===== src/rtl/rtl_sim_receiver.sv =====
// ---------------------------------------------------------------------------
// rtl_sim_receiver
//
// Behavioural stand-in for the far end of a reliable transport link.
// Every segment the sender emits is either dropped by a pseudo-random loss
// model, or delayed by a fixed round-trip time and answered with a
// cumulative ACK / DUPACK. The answer depends on the per-flow next-expected
// sequence number.
//
// Parameters
//   RTT        cycles from segment sample to registered response (1..255)
//   LOSS_PROB  drop probability in 1/1024 units (0..1024)
//   FLOW_CNT   number of tracked flows, flow IDs 1..FLOW_CNT
//   DEPTH      in-flight queue entries (power of 2, >= 2)
//   SEQ_W, TX_W, FID_W, PKT_TYPE_W, DATA_W (>= TX_W+SEQ_W), LFSR_SEED (!= 0)
//
// Ports
//   clk, rst_n                 clock, async active-low reset
//   next_seq_in                sequence number of the segment sent this cycle
//   next_seq_tx_id_in          transmission attempt ID of that segment
//   next_seq_fid_in            flow ID, 0 = no segment this cycle
//   resp_fid                   flow of the response, 0 when idle
//   resp_pkt_type              0 NONE, 1 ACK, 2 DUPACK
//   resp_pkt_data              {zero pad, tx_id, cumulative next-expected seq}
//   lost_cnt                   segments dropped by the loss model (saturating)
//   ovf_cnt                    segments dropped on a full queue (saturating)
// ---------------------------------------------------------------------------
module rtl_sim_receiver #(
    parameter int          RTT        = 8,
    parameter int          LOSS_PROB  = 0,
    parameter int          FLOW_CNT   = 4,
    parameter int          DEPTH      = 16,
    parameter int          SEQ_W      = 32,
    parameter int          TX_W       = 4,
    parameter int          FID_W      = 8,
    parameter int          PKT_TYPE_W = 2,
    parameter int          DATA_W     = 64,
    parameter logic [15:0] LFSR_SEED  = 16'hACE1
) (
    input  logic                  clk,
    input  logic                  rst_n,
    input  logic [SEQ_W-1:0]      next_seq_in,
    input  logic [TX_W-1:0]       next_seq_tx_id_in,
    input  logic [FID_W-1:0]      next_seq_fid_in,
    output logic [FID_W-1:0]      resp_fid,
    output logic [PKT_TYPE_W-1:0] resp_pkt_type,
    output logic [DATA_W-1:0]     resp_pkt_data,
    output logic [15:0]           lost_cnt,
    output logic [15:0]           ovf_cnt
);

    localparam int                    AW        = $clog2(DEPTH);
    localparam logic [PKT_TYPE_W-1:0] PKT_NONE  = PKT_TYPE_W'(0);
    localparam logic [PKT_TYPE_W-1:0] PKT_ACK   = PKT_TYPE_W'(1);
    localparam logic [PKT_TYPE_W-1:0] PKT_DUP   = PKT_TYPE_W'(2);
    localparam logic [FID_W-1:0]      FID_MAX   = FID_W'(FLOW_CNT);
    localparam logic [11:0]           LOSS_TH   = 12'(LOSS_PROB);
    localparam logic [7:0]            AGE_POP   = 8'(RTT - 1);
    localparam logic [AW:0]           CNT_FULL  = (AW + 1)'(DEPTH);
    // Galois form of x^16 + x^14 + x^13 + x^11 + 1, shifting right.
    localparam logic [15:0]           LFSR_TAPS = 16'hB400;
    localparam logic [15:0]           SAT       = 16'hFFFF;

    typedef struct packed {
        logic [FID_W-1:0] fid;
        logic [SEQ_W-1:0] seq;
        logic [TX_W-1:0]  tx_id;
        logic [7:0]       ts;
    } entry_t;

    // ---------------------------------------------------------------- state
    entry_t                mem_q [DEPTH];
    logic [AW-1:0]         wr_ptr_q, wr_ptr_d;
    logic [AW-1:0]         rd_ptr_q, rd_ptr_d;
    logic [AW:0]           count_q,  count_d;
    logic [7:0]            tick_q,   tick_d;
    logic [15:0]           lfsr_q,   lfsr_d;
    logic [SEQ_W-1:0]      exp_q [FLOW_CNT];
    logic [SEQ_W-1:0]      exp_d [FLOW_CNT];
    logic [FID_W-1:0]      resp_fid_q,  resp_fid_d;
    logic [PKT_TYPE_W-1:0] resp_type_q, resp_type_d;
    logic [DATA_W-1:0]     resp_data_q, resp_data_d;
    logic [15:0]           lost_q, lost_d;
    logic [15:0]           ovf_q,  ovf_d;

    // -------------------------------------------------------- combinational
    logic             seg_valid;
    logic             seg_lost;
    logic             full;
    logic             pop;
    logic             push;
    logic             ovf_inc;
    logic [11:0]      loss_margin;
    entry_t           head;
    entry_t           push_ent;
    logic [SEQ_W-1:0] head_exp;
    logic [SEQ_W-1:0] ack_seq;

    always_comb begin
        tick_d = tick_q + 8'd1;
        lfsr_d = {1'b0, lfsr_q[15:1]} ^ (lfsr_q[0] ? LFSR_TAPS : 16'h0000);

        seg_valid = (next_seq_fid_in != '0) && (next_seq_fid_in <= FID_MAX);

        // Drop when LFSR[9:0] < LOSS_PROB. Done as a signed margin so the
        // test stays meaningful for LOSS_PROB = 0 without a constant compare.
        loss_margin = LOSS_TH - {2'b00, lfsr_q[9:0]};
        seg_lost    = seg_valid && !loss_margin[11] && (loss_margin != '0);

        full = (count_q == CNT_FULL);
        head = mem_q[rd_ptr_q];
        // Timestamps hold the post-edge tick, so an age of RTT-1 seen before
        // an edge means the segment was sampled exactly RTT edges earlier.
        pop     = (count_q != '0) && ((tick_q - head.ts) == AGE_POP);
        push    = seg_valid && !seg_lost && (!full || pop);
        ovf_inc = seg_valid && !seg_lost && full && !pop;

        push_ent.fid   = next_seq_fid_in;
        push_ent.seq   = next_seq_in;
        push_ent.tx_id = next_seq_tx_id_in;
        push_ent.ts    = tick_d;

        wr_ptr_d = wr_ptr_q;
        rd_ptr_d = rd_ptr_q;
        count_d  = count_q;
        if (push) wr_ptr_d = wr_ptr_q + AW'(1);
        if (pop)  rd_ptr_d = rd_ptr_q + AW'(1);
        case ({push, pop})
            2'b10:   count_d = count_q + (AW + 1)'(1);
            2'b01:   count_d = count_q - (AW + 1)'(1);
            default: count_d = count_q;
        endcase

        head_exp = '0;
        for (int f = 0; f < FLOW_CNT; f++) begin
            if (head.fid == FID_W'(f + 1)) head_exp = exp_q[f];
        end

        exp_d       = exp_q;
        ack_seq     = head.seq + SEQ_W'(1);
        resp_fid_d  = '0;
        resp_type_d = PKT_NONE;
        resp_data_d = '0;
        if (pop) begin
            resp_fid_d                  = head.fid;
            resp_data_d[SEQ_W +: TX_W]  = head.tx_id;
            if (head.seq == head_exp) begin
                resp_type_d              = PKT_ACK;
                resp_data_d[SEQ_W-1:0]   = ack_seq;
                for (int f = 0; f < FLOW_CNT; f++) begin
                    if (head.fid == FID_W'(f + 1)) exp_d[f] = ack_seq;
                end
            end else begin
                // Out of order: no buffering, just re-advertise what we want.
                resp_type_d              = PKT_DUP;
                resp_data_d[SEQ_W-1:0]   = head_exp;
            end
        end

        lost_d = lost_q;
        if (seg_lost && (lost_q != SAT)) lost_d = lost_q + 16'd1;
        ovf_d = ovf_q;
        if (ovf_inc && (ovf_q != SAT)) ovf_d = ovf_q + 16'd1;
    end

    // ----------------------------------------------------------- registers
    always_ff @(posedge clk or negedge rst_n) begin
        if (!rst_n) begin
            wr_ptr_q    <= '0;
            rd_ptr_q    <= '0;
            count_q     <= '0;
            tick_q      <= '0;
            lfsr_q      <= LFSR_SEED;
            resp_fid_q  <= '0;
            resp_type_q <= PKT_NONE;
            resp_data_q <= '0;
            lost_q      <= '0;
            ovf_q       <= '0;
            for (int f = 0; f < FLOW_CNT; f++) exp_q[f] <= '0;
        end else begin
            wr_ptr_q    <= wr_ptr_d;
            rd_ptr_q    <= rd_ptr_d;
            count_q     <= count_d;
            tick_q      <= tick_d;
            lfsr_q      <= lfsr_d;
            resp_fid_q  <= resp_fid_d;
            resp_type_q <= resp_type_d;
            resp_data_q <= resp_data_d;
            lost_q      <= lost_d;
            ovf_q       <= ovf_d;
            exp_q       <= exp_d;
        end
    end

    // Queue storage needs no reset: occupancy is tracked by count_q alone.
    always_ff @(posedge clk) begin
        if (push) mem_q[wr_ptr_q] <= push_ent;
    end

    assign resp_fid      = resp_fid_q;
    assign resp_pkt_type = resp_type_q;
    assign resp_pkt_data = resp_data_q;
    assign lost_cnt      = lost_q;
    assign ovf_cnt       = ovf_q;

endmodule


===== config.mk =====
export PLATFORM = sky130hd
export DESIGN_NAME = rtl_sim_receiver
export DESIGN_NICKNAME = d
export VERILOG_FILES = /design/src/rtl/rtl_sim_receiver.sv
export SDC_FILE = /design/constraint.sdc
export NUM_CORES = 1
export LEC_CHECK = 0
export BUFFER_PORTS_ARGS = -buffer_cell sky130_fd_sc_hd__buf_2
export CELL_PAD_IN_SITES_DETAIL_PLACEMENT = 1
export CELL_PAD_IN_SITES_GLOBAL_PLACEMENT = 2
export CORE_MARGIN = 3
export CORE_UTILIZATION = 47
export DETAILED_ROUTE_END_ITERATION = 10
export HOLD_SLACK_MARGIN = 0.02
export PLACE_DENSITY = 0.83
export SETUP_SLACK_MARGIN = 0.2
export SLEW_MARGIN = 20
export SYNTH_ARGS = -nofsm -noshare
export SYNTH_HDL_FRONTEND = slang
export SYNTH_SLANG_ARGS = --single-unit

===== constraint.sdc =====
create_clock -name clk -period 11.2 [get_ports clk]
set_input_delay 1.68 -clock clk [delete_from_list [all_inputs] [get_ports clk]]
set_output_delay 1.68 -clock clk [all_outputs]
set_load 0.005 [all_outputs]

==> results.json, run 1 <==
{
  "status": "finished, final reports clean",
  "drtPass1Iterations": 7,
  "fin_ws_ns": 3.02,
  "worst_slew_pin_slew_ns": 1.13,
  "dr_wl_met3_um": 7990,
  "dpl.hpwl_um": 70400,
  "die-width_um": 313,
  "wl_per_cell_um": 29.8,
  "ys_ff_latch": 1059,
  "drive_gt1_share_pct": 23.4,
  "synth-edff-count": 832,
  "grt_pass1_vias": 26900,
  "fin_cells": 4067,
  "cp-start-kind": "flop",
  "synthFlopType": "edfxtp_1",
  "path_buf_inv": 2,
  "reg2reg_slack_ns": 3.02,
  "dp_cells": 3848,
  "critPathTopFamily": "simple AND/OR/NAND/NOR gates",
  "overflow": 0,
  "clockRootBuffer": "clkbuf_16",
  "grt_max_degree": 101,
  "worst-endpoint-required_ns": 11.52,
  "die_area_mm2": 0.0978,
  "clk_pin_slew_ns": 0.06,
  "post-route-util_pct": 54.0,
  "synth-compound-area-share_pct": 6.29,
  "cts_tree": "done",
  "skew_ns": 0.0821,
  "cts_made_buffers": 110,
  "fp.dieH_um": 313,
  "rsz0062_at_grt": "no",
  "cp_max_fo": 43,
  "end_kind": "flop",
  "met1Wirelength_um": 49200,
  "cts_resized": 0,
  "maxUsedRoutingLayer": "met5",
  "finalMaxSlewViolations": 0,
  "cts-htree-levels": 3,
  "synth-async-reset-ratio_pct": 21.4,
  "vias_per_cell": 6.15,
  "ff2ff_path_depth": 18,
  "grt_pass1_wl_um": 181000,
  "min_path_type": "flop to flop",
  "clock_path_buffers": 3,
  "critPathSlowestCell": "nor2b_4",
  "ys_types": 92,
  "finalCritPeriodShare_pct": 73.0,
  "hold_depth": 0,
  "clk_latency_ns": 0.72,
  "drt_iter0_drc": 2324,
  "cp-startpoint": "rd_ptr_q[2]",
  "groute.usage.overall_pct": 24.7,
  "crit_path_cell_trace": "buf_4 -> nor2b_4 -> a221oi_1 -> o21a_1 -> a221oi_1 -> ha_1 -> nor2b_1 -> o21ai_0 -> nand2b_1 -> a21o_1 -> a21oi_1 -> xnor2_1 -> nor3_1 -> nand3_2 -> a21boi_1 -> nand2_1 -> nor3b_2 -> buf_4",
  "criticalPathCategory": "flop to flop",
  "wl_um": 121000,
  "gp_congestion": 0.885,
  "drc": 0,
  "io_pins": 152,
  "max_freq_mhz": 122,
  "ant_nets": 0,
  "setup_viol": 0,
  "num_rows": 111,
  "core_area_mm2": 0.0925,
  "synth_adder_area_share_pct": 0.628,
  "synth.area.mux_share_pct": 14.6,
  "synthCells": 2596,
  "synth.area.top_cells": "edfxtp_1, dfrtp_1, mux4_2, mux2i_1, mux2_2",
  "ctsHoldBuffers": 0,
  "cts_setup_buffers": 0,
  "cp.arrival_ns": 8.50,
  "synth_top_family_by_area": "multiplexers",
  "worst_hold_startpoint": "lost_cnt[12]",
  "slew_headroom_pct": 25.0,
  "synth_top_area_cell": "edfxtp_1",
  "yosysWarnings": 0,
  "syn_area_mm2": 0.0442,
  "p_per_area_mw_per_mm2": 182,
  "timing.rr.start": "rd_ptr_q[2]",
  "wl_met2_um": 60600,
  "synth_simple_gate_area_share_pct": 4.84,
  "dr_total_vias": 25000,
  "min_to": "lost_cnt[12]",
  "antenna_found_initial": 4,
  "synthXorXnorAreaFrac_pct": 1.52,
  "setup_tns_ns": 0,
  "r2r-end": "mem_q[11][28]",
  "ir_worst_vdd_uv": 179,
  "max_stage_delay_ns": 0.90,
  "clock-sinks": 1059,
  "ys_seq_area_share_pct": 69.3,
  "finalCriticalPeriod_ns": 8.18,
  "total_leakage_power_uw": 0.0186,
  "dp_slack_ns": 3.21,
  "port_buffers": 123,
  "synth.avg_cell_area_um2": 17.0,
  "start_util_pct": 47.8,
  "final_nets": 2791,
  "yosysTopAreaCellShare_pct": 56.5,
  "hold_viol": 0,
  "maxCapViolCount": 0,
  "synthToLayoutAreaGrowth_pct": 12.9
}
flip-flops by register name (all words and copies together), names as in the netlist:
register       cells
rd_ptr_q           4
resp_pkt_type      2
tick_q             8
lost_cnt          16
count_q            5
mem_q            832
resp_fid           8
ovf_cnt           16
exp_q            128
resp_pkt_data     36
wr_ptr_q           4
worst register-to-register path, cell delays in order, from the launching register on:
cell and delay, ns:
dfrtp_4 0.74, buf_4 0.47, nor2b_4 0.91, a221oi_1 0.30
o21a_1 0.26, a221oi_1 0.24, ha_1 0.30, nor2b_1 0.15
o21ai_0 0.14, nand2b_1 0.11, a21o_1 0.19, a21oi_1 0.20
xnor2_1 0.09, nor3_1 0.31, nand3_2 0.39, a21boi_1 0.88
nand2_1 0.37, nor3b_2 0.85, buf_4 0.84
synth_stat cells (13+ instances only):
cell and count:
mux2_1 45, a221oi_1 84, a21oi_1 51, and3_1 25, edfxtp_1 832, dfrtp_1 227
o22ai_1 13, xnor2_1 44, nor3b_1 14, mux2i_1 169, buf_6 22, mux2_4 28
buf_2 34, nand2_1 97, xor2_1 33, o21ai_0 79, nor2_1 48, buf_4 37
nor3_1 41, mux2_2 72, clkbuf_1 73, or3_1 13, nand3_1 53, ha_1 19
a211oi_1 13, buf_1 14, inv_1 26, mux4_2 134, a22oi_1 46
cell usage in the layout (no fill, tap or decap), types with 19 or more instances in the layout:
cell         n
nor3_1      40
conb_1      28
nand2_1     97
a21oi_1     51
ha_1        19
mux2i_1    169
dfrtp_1    223
a221oi_1    84
mux4_2     134
o21ai_0     79
nand3_1     52
mux2_1      45
xor2_1      32
mux2_2      72
buf_4       45
a22oi_1     46
xnor2_1     39
mux2_4      28
inv_1       26
edfxtp_1   832
buf_2      122
clkinv_2    27
and3_1      19
nor2_1      48
clkbuf_16  110
stage by stage:
stage	cell area [um^2]	hold slack, ns	total power (uW)
floorplan	44300	0.452	5000
global placement	45800	0.362	5260
detailed placement	45800	0.362	5300
CTS	49700	0.374	9130
global route	49900	0.382	9370
finish	49900	0.369	9080
metal layers:
metal	vias to the layer above	global-route usage, %
li1	10600	-
met1	13300	33.3
met2	944	41.8
met3	208	4.11
met4	2	7.02
met5	-	0
report_power, final:
part           internal [uW]  leakage (uW)  switching [uW]
clock                   2240       0.00188            1600
combinational            328       0.00618             590
sequential              4260        0.0105            52.2
how the worst max path moves through the flow:
stage,to,depth (start not counted)
after floorplan,mem_q[4][0],28
after global placement,mem_q[11][28],18
after detailed placement,mem_q[11][28],18
after CTS,mem_q[11][28],18
after global routing,mem_q[11][28],18
final,mem_q[11][28],18
layout make-up:
type / count / area, um^2
Multi-Input combinational cell: 1350 / 12600
Timing Repair Buffer: 176 / 1140
Inverter: 27 / 101
Sequential cell: 1059 / 30700
Clock buffer: 135 / 2960
Tap cell: 1243 / 1560
Fill cell: 8513 / 42600
Clock inverter: 74 / 907
Antenna cell: 3 / 7.51
cell families after synthesis:
logic type                 Yosys count
muxes                              448
buffers and inverters              214
and+or+nand+nor                    391
other                                1
xor gates and xnor gates            77
adders and majority gates           21
AOI/OAI and AO/OA                  385
DFF                               1059
Note: power is estimated with default switching activity, not from simulation.
==> run 2, diff against run 1 <==
Clock period 11.2 ns to 7.9 ns, I/O delays scaled along.
==> results.json, run 2 (same netlist as run 1, synthesis figures left out) <==
{
  "criticalPathCategory": "flop to flop",
  "setup_tns_ns": 0,
  "ir_worst_vdd_uv": 195,
  "port_buffers": 123,
  "drc": 0,
  "clock_path_buffers": 3,
  "largest_reg_flops": 832,
  "min_path_type": "flop to flop",
  "r2r-end": "mem_q[6][37]",
  "vias_per_cell": 6.18,
  "clock-sinks": 1059,
  "max_freq_mhz": 143,
  "io_pins": 152,
  "rsz0062_at_grt": "no",
  "total_leakage_power_uw": 0.0187,
  "cp.arrival_ns": 7.39,
  "clk_latency_ns": 0.69,
  "final_area_mm2": 0.0500,
  "status": "finished, final reports clean",
  "groute.usage.overall_pct": 25.0,
  "placedInstanceArea_mm2": 0.0463,
  "timing.rr.start": "rd_ptr_q[0]",
  "antenna_found_initial": 5,
  "drtPass1Iterations": 6,
  "p_per_area_mw_per_mm2": 252,
  "maxCapViolCount": 0,
  "grt_pass1_vias": 27100,
  "end_kind": "flop",
  "drt_iter0_drc": 2564,
  "fin_ws_ns": 0.885,
  "cts_tree": "done",
  "grt_pass1_wl_um": 182000,
  "cts_made_buffers": 106,
  "dp_cells": 3886,
  "reg2reg_slack_ns": 0.88,
  "slew_headroom_pct": 22.1,
  "synthToLayoutAreaGrowth_pct": 13.0,
  "final_common_cell": "edfxtp_1",
  "clockRootBuffer": "clkbuf_16",
  "hold_depth": 0,
  "grt_max_degree": 117,
  "skew_ns": 0.0374,
  "die_area_mm2": 0.0978,
  "fp.dieH_um": 313,
  "ff2ff_path_depth": 19,
  "finalCriticalPeriod_ns": 7.02,
  "cp-start-kind": "flop",
  "worst_slew_pin_slew_ns": 1.17,
  "hold_viol": 0,
  "min_to": "lost_cnt[8]",
  "gp_congestion": 0.884,
  "wl_um": 122000,
  "clk_pin_slew_ns": 0.06,
  "ctsHoldBuffers": 0,
  "post-route-util_pct": 54.1,
  "cts_setup_buffers": 0,
  "die-width_um": 313,
  "finalCritPeriodShare_pct": 88.8,
  "layout_common_cells": "edfxtp_1, dfrtp_1, mux2i_1",
  "start_util_pct": 47.8,
  "ant_nets": 0,
  "fin_cells": 4091,
  "overflow": 0,
  "cp_max_fo": 54,
  "dpl.hpwl_um": 74600,
  "finalMaxSlewViolations": 0,
  "dr_total_vias": 25300,
  "setup_viol": 0,
  "num_rows": 111,
  "dp_slack_ns": 0.957,
  "final_nets": 2820,
  "worst-endpoint-required_ns": 8.27,
  "drive_gt1_share_pct": 23.6,
  "worst_hold_startpoint": "lost_cnt[8]",
  "cts-htree-levels": 3,
  "core_area_mm2": 0.0925,
  "wl_per_cell_um": 29.9,
  "cts_resized": 0,
  "regMostFlops": "mem_q"
}
## run 2: changes by cell type in the layout (fill, tap and decap cells not counted), sizes merged
cell / change
diode: -1
bufinv: -4
inv: -2
clkbuf: +6
clkinvlp: -2
clkinv: -6
buf: +33
## run 2: layout make-up
type / instances / area [um^2]
Sequential cell: 1059 / 30700
Inverter: 27 / 101
Tap cell: 1243 / 1560
Multi-Input combinational cell: 1350 / 12600
Timing Repair Buffer: 209 / 1450
Antenna cell: 2 / 5.00
Clock buffer: 141 / 2930
Fill cell: 8544 / 42500
Clock inverter: 60 / 667
## run 2: worst max-delay path by stage
| stage | start | endpoint | slack, ns | cells past startpoint |
|---|---|---|---|---|
| after floorplan | rd_ptr_q[0] | mem_q[11][0] | -0.04 | 27 |
| after global placement | rd_ptr_q[0] | mem_q[6][28] | 1.10 | 19 |
| after CTS | rd_ptr_q[0] | mem_q[6][29] | 0.89 | 18 |
| after global routing | rd_ptr_q[0] | mem_q[6][29] | 0.52 | 19 |
| final | rd_ptr_q[0] | mem_q[6][37] | 0.88 | 19 |
| after detailed placement | rd_ptr_q[0] | mem_q[6][37] | 0.96 | 18 |
## run 2: layer usage
metal | track usage [%] | wire length, um
met4 | 7.07 | 3360
met1 | 33.4 | 49200
met5 | 0 | 13
met2 | 42.5 | 61700
met3 | 4.03 | 8150
## run 2: power by group
part | internal (uW) | total, uW | switching, uW | leakage (uW)
combinational | 479 | 1320 | 844 | 0.00637
clock | 2980 | 5140 | 2170 | 0.00174
sequential | 6040 | 6120 | 84.0 | 0.0105
total | 9500 | 12600 | 3090 | 0.0187
## run 2: critical path: stages (launching register included)
cell,delay [ns]
dfrtp_4,1.07
buf_4,0.50
mux2i_1,0.16
a221oi_1,0.49
a22oi_1,0.17
and2_1,0.21
ha_1,0.27
nor2b_1,0.13
o21ai_0,0.26
a21oi_1,0.14
o21ai_0,0.21
a21boi_0,0.15
o21a_1,0.20
o21ai_0,0.34
nand3_4,0.32
a21boi_1,0.26
buf_4,0.23
nand2_1,0.20
nor3b_4,1.00
buf_12,0.29
## run 2: metrics by stage
step | hold WS (ns) | power, uW
CTS | 0.374 | 12700
finish | 0.368 | 12600
detailed placement | 0.362 | 7550
global placement | 0.362 | 7500
global route | 0.379 | 13000
floorplan | 0.452 | 7100
